$ cat src/rtl/downcount_monitor.sv
// Self-checking consumer for a down-counter: verifies each accepted sample is
// the previous one minus one (mod 2^WIDTH), flags wraps and keeps saturating tallies.
module downcount_monitor #(
   parameter int WIDTH = 4,
   parameter int CNT_W = 8
) (
   input  logic             clk,
   input  logic             reset,
   input  logic [WIDTH-1:0] q_in,
   input  logic             valid,
   input  logic             clr,
   output logic             wrap_pulse,
   output logic [CNT_W-1:0] wrap_count,
   output logic             err,
   output logic [CNT_W-1:0] err_count,
   output logic [1:0]       state,
   output logic [WIDTH-1:0] last_q
);

   typedef enum logic [1:0] {IDLE = 2'd0, TRACK = 2'd1, ERROR = 2'd2} st_t;

   localparam logic [WIDTH-1:0] Q_ONE = WIDTH'(1);
   localparam logic [WIDTH-1:0] Q_MAX = '1;
   localparam logic [CNT_W-1:0] C_ONE = CNT_W'(1);
   localparam logic [CNT_W-1:0] C_MAX = '1;

   st_t              state_q, state_d;
   logic [WIDTH-1:0] last_d;
   logic [CNT_W-1:0] wc_d, ec_d;
   logic             wp_d, err_d;
   logic [WIDTH-1:0] exp_q;
   logic             match, is_wrap;

   assign exp_q   = last_q - Q_ONE;
   assign match   = (q_in == exp_q);
   assign is_wrap = match && (last_q == '0) && (q_in == Q_MAX);
   assign state   = state_q;

   always_comb begin
      state_d = state_q;
      last_d  = last_q;
      wc_d    = wrap_count;
      ec_d    = err_count;
      err_d   = err;
      wp_d    = 1'b0;
      case (state_q)
         IDLE: begin
            // First sample only establishes the reference value.
            if (valid) begin
               last_d  = q_in;
               state_d = TRACK;
            end
         end
         TRACK, ERROR: begin
            if (valid) begin
               last_d = q_in;
               if (match) begin
                  state_d = TRACK;
                  if (is_wrap) begin
                     wp_d = 1'b1;
                     if (wrap_count != C_MAX) wc_d = wrap_count + C_ONE;
                  end
               end else begin
                  state_d = ERROR;
                  err_d   = 1'b1;
                  if (err_count != C_MAX) ec_d = err_count + C_ONE;
               end
            end
         end
         default: state_d = IDLE;
      endcase
   end

   always_ff @(posedge clk) begin
      if (!reset || clr) begin
         state_q    <= IDLE;
         last_q     <= '0;
         wrap_count <= '0;
         err_count  <= '0;
         err        <= 1'b0;
         wrap_pulse <= 1'b0;
      end else begin
         state_q    <= state_d;
         last_q     <= last_d;
         wrap_count <= wc_d;
         err_count  <= ec_d;
         err        <= err_d;
         wrap_pulse <= wp_d;
      end
   end

endmodule

$ cat config.mk
export PLATFORM = sky130hd
export DESIGN_NAME = downcount_monitor
export DESIGN_NICKNAME = d
export VERILOG_FILES = /design/src/rtl/downcount_monitor.sv
export SDC_FILE = /design/constraint.sdc
export NUM_CORES = 1
export LEC_CHECK = 0
export BUFFER_PORTS_ARGS = -buffer_cell sky130_fd_sc_hd__buf_2
export CAP_MARGIN = 0
export CORE_MARGIN = 5
export CORE_UTILIZATION = 46
export DETAILED_ROUTE_END_ITERATION = 8
export PLACE_DENSITY = 0.82
export SYNTH_ARGS = -nofsm -noshare
export SYNTH_HDL_FRONTEND = slang
export SYNTH_SLANG_ARGS = --single-unit
$ cat constraint.sdc
create_clock -name clk -period 2.3 [get_ports clk]
set_clock_uncertainty 0.1 [all_clocks]
set_input_delay 0.23 -clock clk [delete_from_list [all_inputs] [get_ports clk]]
set_output_delay 0.23 -clock clk [all_outputs]
set_load 0.005 [all_outputs]
Word-level counts from Yosys, hierarchy flattened
Index checks and enable logic that the tools add are counted.
- bitwise gates (word level): 3
- reductions and logical operators: 14
- $add $sub $neg: 3
- eq/ne operators: 8
- multiplexer cells: 5
- operator list (cell ; count):
    $add 8x1->8 const B ; 2
    $ne 8x8->1 const B ; 2
    $mux 2 ; 3
    $reduce_and 5->1 ; 1
    $eq 4x4->1 ; 1
    $eq 4x4->1 const B ; 1
    $logic_not 4->1 ; 1
    $ne 2x2->1 const B ; 2
    $pmux 2 s2 ; 1
    $reduce_and 2->1 ; 2
    $reduce_and 4->1 ; 1
    $reduce_or 4->1 ; 1
    $sub 4x1->4 const B ; 1
    $not 1->1 ; 3
    $reduce_and 3->1 ; 1
    $reduce_or 3->1 ; 1
    $eq 2x1->1 const B ; 1
    $eq 2x2->1 const B ; 1
    $logic_and 1x1->1 ; 2
    $logic_not 2->1 ; 1
    $reduce_or 2->1 ; 1
    $logic_not 1->1 ; 1
    $logic_or 1x1->1 ; 1
    $mux 1 ; 1
- output and inout port bits: 24
- bits of input ports: 8
- word-level logic and storage cells: 39
- flip-flop bits (word level): 24

Logic depth before layout (Yosys ltp)
Gate-level depths: netlist of the first run.
- depth after elaboration: 5
- gate-level depth with buffers: 8
- depth with buffers taken out: 7

Least setup slack after synthesis of the first run
No wires, ideal clock.
- path kind: flip-flop to flip-flop
- start: register state_q[0] (netlist: state[0])
- end: register wrap_count[5]
- arrival time: 2.041 ns
- clock period less this slack: 2.212 ns
- setup slack: 0.088 ns
- library setup time: 0.070 ns
- stages on the path, launching flop included: 8
- path through: dfxtp_1 -> inv_1 -> ha_1 -> nand2_1 -> or3_1 -> nand4bb_1 -> or4_1 -> a21oi_1
- word-level cells in the longest chain between the ends: 3
- ends and longest elaborated chain (item ; line ; source):
    from (decl) ; 27 ; st_t state_q, state_d;
    from (signal assigned) ; 83 ; state_q <= state_d;
    $eq 2x1->1 or $eq 2x2->1 (tied branches) ; 46 ; case (state_q)
    $reduce_or 2->1 (*) ; 46 ;
    $reduce_and 5->1 (no line) (*) ; - ;
    to (signal assigned) ; 85 ; wrap_count <= wc_d;
    to (decl) ; 13 ; output logic [CNT_W-1:0] wrap_count,
Mark *: on every way between the ends. The rest lies on a longest branch, timed or not.
A chain may end at the register's enable or synchronous reset.

Final worst setup path of the first run
- start: register last_q[1]
- end: register wrap_count[7]
- word-level cells in the longest chain between the ends: 5
- ends and longest elaborated chain (item ; line ; source):
    from (decl) ; 17 ; output logic [WIDTH-1:0] last_q
    from (signal assigned) ; 84 ; last_q <= last_d;
    $sub 4x1->4 ; 34 ; assign exp_q = last_q - Q_ONE;
    $eq 4x4->1 ; 35 ; assign match = (q_in == exp_q);
    $logic_and 1x1->1 (2 in a row) ; 36 ; assign is_wrap = match && (last_q == '0) && (q_in == Q_MAX);
    $reduce_and 5->1 (no line) (*) ; - ;
Marks and branches as above.

==> qor.yml, run 1 <==
outcome:
  status: "finished, final reports clean"
clock_tree:
  postCtsHoldBufs: 0
  clockBufferDepth: 2
  root_buffer: "clkbuf_4"
  h-tree-depth: 1
  cts_sinks: 24
  clock_latency_ns: 0.32
  clk_pin_slew_worst_paths_ns: 0.13
  cts_made_buffers: 3
  tritoncts: "done"
flow_run:
  cap_violations: 0
routing:
  route.detailed.drc: 0
  drt_iter0_drc: 32
  post_drt_wl_per_cell_um: 14.6
  viasPerCell: 5.76
  wl_um: 3020
  vias: 1186
  postRouteAntennaNets: 0
  dr.pass1.iters: 4
timing:
  worst_pin_slew_ns: 0.602
  setup_violations: 0
  timing.final.crit_share: 0.972
  fmax_mhz: 447
  slew_headroom: 0.598
  hold_viol: 0
  layout_min_cycle_time_ns: 2.23
  drv_slew: 0
placement:
  dpl.hpwl_um: 2050
  io_buffers: 31
  finalWeightedCongestion: 0.798
die:
  std_cell_rows: 18
  coreArea_um2: 2480
  io_pins: 32
  die_area_um2: 3730
  fp.dieH_um: 61.0
  die_w_um: 61.0
  initial_core_util: 0.484
yosys:
  synth_area_um2: 1200
  ys_ff_latch: 24
  syn_avg_cell_area_um2: 8.69
  ys_warn_count: 0
  synthCells: 138
  synth.distinct_cells: 31
  synth_ff_type: "dfxtp_1"
  synth_nets: 152
  yosysSeqAreaShare: 0.401
  synth-edff-count: 0
  ys_async_sr_fraction: 0
grt:
  grt_use_total: 0.157
  grt_antenna_before_repair: 0
  grt_pass1_vias: 1052
  grt_pass1_wl_um: 4410
  grt_max_degree: 24
  grt-ovfl-total: 0
setup_path:
  worstSetupEndpointType: "flop"
  critPathKind: "flop to flop"
  required_ns: 2.47
  cp-start-kind: "flop"
  critPathMaxFanout: 5
  arrival_ns: 2.40
cells_and_area:
  nNetsFinal: 191
  drive_gt1_frac: 0.358
  fin_util: 0.637
  antenna_cells: 0
  nFillCells: 215
  syn2layout_area_growth_pct: 31.6
min_path:
  hold_path.class: "primary input to flop"
power:
  p_per_area_nw_per_um2: 523
  ir_drop_mv: 0.465
  total_leakage_power_nw: 0.641
  power.total_uw: 825
## sequential cells by signal (all words and copies together) (netlist names)
| name | cells |
|---|---|
| err | 1 |
| err_count | 8 |
| last_q | 4 |
| state | 2 |
| wrap_count | 8 |
| wrap_pulse | 1 |
## worst max-delay path: stages (launching register included)
cell and delay, ns:
dfxtp_2 0.36, inv_2 0.09, ha_1 0.16, xor3_2 0.29, nor3_4 0.33, nand4bb_4 0.17, or4_4 0.54, a21oi_2 0.14
## power by group
group	leakage (nW)	switching [mW]	total (mW)	internal, mW
Sequential	0.196	0.00376	0.424	0.420
Combinational	0.417	0.0535	0.0958	0.0423
Clock	0.0279	0.129	0.305	0.176
## final timing paths
| check | slack, ns | depth (start not counted) | from | endpoint |
|---|---|---|---|---|
| setup / recovery | 0.07 | 7 | last_q[1]$_SDFFE_PP0P_ | wrap_count[7]$_SDFFE_PP0P_ |
| hold / removal | 0.08 | 3 | q_in[0] | last_q[0]$_SDFFE_PP0P_ |
| setup reg to reg | 0.07 | 7 | last_q[1]$_SDFFE_PP0P_ | wrap_count[7]$_SDFFE_PP0P_ |
| hold reg to reg | 0.41 | 2 | err_count[7]$_SDFFE_PP0P_ | err_count[7]$_SDFFE_PP0P_ |
## per-stage QoR
stage	hold slack [ns]	cell area, um^2	worst slack [ns]	TNS (ns)	instances
global route	0.0837	1580	-0.0587	-0.195	206
detailed placement	0.381	1420	0.00197	0	201
global placement	0.344	1420	0.115	0	201
finish	0.0766	1580	0.0650	0	206
floorplan	0.269	1200	0.0881	0	138
CTS	0.0782	1490	-0.0131	-0.0269	205
## layout make-up
| class | count | area [um^2] | share of cell area |
|---|---|---|---|
| multi-input cells | 103 | 759 | 0.481 |
| flip-flops and latches | 24 | 487 | 0.308 |
| repair buffers | 39 | 219 | 0.139 |
| well taps | 30 | 37.5 | 0.0238 |
| clock inverters | 1 | 30.0 | 0.0190 |
| clock buffers | 3 | 22.5 | 0.0143 |
| inverters | 6 | 22.5 | 0.0143 |
## what timing repair did
item	4_1_cts	5_1_grt
pin swaps	0	4
setup buffers	0	1
setup endpoints to repair	7	11
gates resized for setup	3	18
## kinds of logic after synthesis
group | Yosys count | share of synthesized area
XOR/XNOR | 7 | 0.0647
AND/OR/NAND/NOR | 56 | 0.252
flip-flops | 24 | 0.401
adder cells (fa/ha/maj) | 6 | 0.0626
AO/OA/AOI/OAI | 31 | 0.153
buffers and inverters | 11 | 0.0417
multiplexers | 3 | 0.0251
## cell usage after synthesis (6+ instances only)
cell      n  area share
dfxtp_1  24        0.40
a21oi_1  14       0.058
nor2_1   14       0.044
nand2_1   9       0.028
nand3_1   7       0.029
or3_1     7       0.037
or4_1     7       0.044
ha_1      6       0.063
inv_1     6       0.019
o21ai_1   6       0.025
o31ai_1   6       0.038
## routing by layer
layer  global-route usage  vias up  wire, um  share of wire
li1                     -      582         -              -
met1                0.172      550      1180           0.39
met2                0.284       46      1540           0.51
met3               0.0503        8       195          0.065
met4               0.0495        0        96          0.032
met5                    0        -         0              0
## cell usage in the layout (no fill, tap or decap), drive strengths merged
cell / instances
buf: 39
dfxtp: 24
nor2: 14
a21oi: 14
nand2: 9
nand3: 7
or4: 7
or3: 7
o31ai: 6
o21ai: 6
inv: 6
ha: 6
nor3: 4
xor2: 3
mux2i: 3
clkbuf: 3
xnor2: 3
nand4: 2
nor2b: 2
xor3: 1
a211o: 1
nand2b: 1
a32oi: 1
nand3b: 1
nand4b: 1
nand4bb: 1
a22oi: 1
o211ai: 1
a31oi: 1
bufinv: 1
No activity file was read; power rests on OpenSTA's default activity.
==> inputs of run 2 (changes only) <==
--- a/config.mk
+++ b/config.mk
@@ -8,9 +8,9 @@
 export BUFFER_PORTS_ARGS = -buffer_cell sky130_fd_sc_hd__buf_2
 export CAP_MARGIN = 0
 export CORE_MARGIN = 5
-export CORE_UTILIZATION = 46
+export CORE_UTILIZATION = 35
 export DETAILED_ROUTE_END_ITERATION = 8
-export PLACE_DENSITY = 0.82
+export PLACE_DENSITY = 0.67
 export SYNTH_ARGS = -nofsm -noshare
 export SYNTH_HDL_FRONTEND = slang
 export SYNTH_SLANG_ARGS = --single-unit
==> run 2 against run 1 <==
Net effect:
- worst setup slack got worse by 0.040 ns
- via count decreased by 1.0%
- sequential power about the same
- critical path depth increased by 1
- global-route usage decreased by 3.4 points
- cell count increased by 10%
- non-clock buffer count increased by 4
- count of clock-buffer cells in the layout unchanged
- die area increased by 26%
- worst hold slack improved by 0.0041 ns
- combinational power about the same
- clock power about the same
- highest routed layer unchanged
==> qor.yml, run 2 (synthesis results as in run 1) <==
flow_run:
  cap_violations: 0
cells_and_area:
  postLayoutCellArea_um2: 1630
  antenna_cells: 0
  syn2layout_area_growth_pct: 36.1
  reg_top3: "err_count (8), wrap_count (8), last_q (4)"
  final_cell_mix: "buf_2 (31), dfxtp_1 (21), nor2_1 (14)"
  nNetsFinal: 196
  drive_gt1_frac: 0.348
  layout_commonest_cell: "buf_2"
grt:
  busiest_layer: "met2"
  grt_pass1_wl_um: 4390
  grt-ovfl-total: 0
  grt_use_total: 0.122
  grt_pass1_vias: 1029
  grtUsageMet2: 0.216
  grt_max_degree: 24
  met1_usage: 0.145
  met3_usage: 0.0227
  grt_antenna_before_repair: 0
timing:
  grt_setup_unrepaired: "true"
  layout_min_cycle_time_ns: 2.28
  fmax_mhz: 440
  hold_viol: 0
  slew_headroom: 0.600
  worst_pin_slew_ns: 0.596
  drv_slew: 0
  worst_slack_ns: 0.0248
  timing.final.crit_share: 0.989
  finalSetupTns_ns: 0
  setup_violations: 0
routing:
  wl_um: 3010
  route.detailed.drc: 0
  post_drt_wl_per_cell_um: 13.3
  vias: 1174
  dr.pass1.iters: 4
  viasPerCell: 5.17
  drt_iter0_drc: 76
  postRouteAntennaNets: 0
outcome:
  status: "finished, final reports clean"
power:
  ir_drop_mv: 0.372
  p_per_area_nw_per_um2: 507
  total_leakage_power_nw: 0.660
setup_path:
  worstSetupEndpointType: "flop"
  crit_start: "last_q[1]$_SDFFE_PP0P_"
  required_ns: 2.45
  critPathKind: "flop to flop"
  critPathMaxFanout: 5
  arrival_ns: 2.43
  cp-start-kind: "flop"
  r2r-start: "last_q[1]$_SDFFE_PP0P_"
die:
  die_w_um: 68.5
  coreArea_um2: 3340
  fp.dieH_um: 68.5
  io_pins: 32
  initial_core_util: 0.359
  std_cell_rows: 21
  die_area_um2: 4690
clock_tree:
  cts_made_buffers: 3
  root_buffer: "clkbuf_4"
  clockBufferDepth: 2
  clk_pin_slew_worst_paths_ns: 0.14
  cts_sinks: 24
  tritoncts: "done"
  h-tree-depth: 1
  postCtsHoldBufs: 0
  clock_latency_ns: 0.32
placement:
  dpl_worst_slack_ns: -0.0693
  dpl.hpwl_um: 2100
  placed_cell_area_um2: 1440
  io_buffers: 31
  finalWeightedCongestion: 0.816
min_path:
  hold_path.class: "primary input to flop"
  hp-start: "q_in[0]"
run 2: routing by layer:
layer	part of all wire	routed length [um]
met1	0.43	1300
met2	0.52	1560
met3	0.038	114
met4	0.010	31
met5	0	0
run 2: cell type report:
class                   count  area (um^2)
clock buffers               3         22.5
clock inverters             1         30.0
repair buffers             43          256
inverters                   6         25.0
well taps                  46         57.6
fillers                   331         1710
flip-flops and latches     24          487
multi-input cells         104          753
run 2: through the flow:
stage	util	hold slack, ns	power [mW]	instances
after global placement	0.433	0.354	0.503	218
after detailed placement	0.433	0.357	0.506	218
final	0.489	0.0807	0.827	227
after floorplan	-	0.269	0.478	138
after CTS	0.454	0.0825	0.815	222
after global routing	0.489	0.0826	0.859	227
run 2: final timing paths:
| path | end | slack [ns] | cells after the start |
|---|---|---|---|
| min | last_q[0]$_SDFFE_PP0P_ | 0.08 | 3 |
| max | err_count[7]$_SDFFE_PP0P_ | 0.02 | 8 |
| min reg2reg | err$_SDFFE_PP0P_ | 0.39 | 2 |
| max reg2reg | err_count[7]$_SDFFE_PP0P_ | 0.02 | 8 |
run 2: timing repair:
item | in CTS | in global routing
buffers inserted | 0 | 4
endpoints found under the hold margin | 0 | 0
gates cloned | 0 | 1
gates resized for setup | 3 | 19
endpoints found under the setup margin | 4 | 7
pin swaps | 0 | 13
run 2: power by group:
part	total, mW	switching [mW]	internal [mW]
Clock	0.308	0.132	0.176
Combinational	0.0958	0.0525	0.0433
Sequential	0.423	0.00343	0.419
run 2: critical path: stages (launching register included):
cell	delay, ns
dfxtp_4	0.40
inv_4	0.05
ha_4	0.15
xor3_2	0.33
nor3_4	0.07
buf_6	0.13
a211o_4	0.35
or4_4	0.49
a21oi_1	0.13
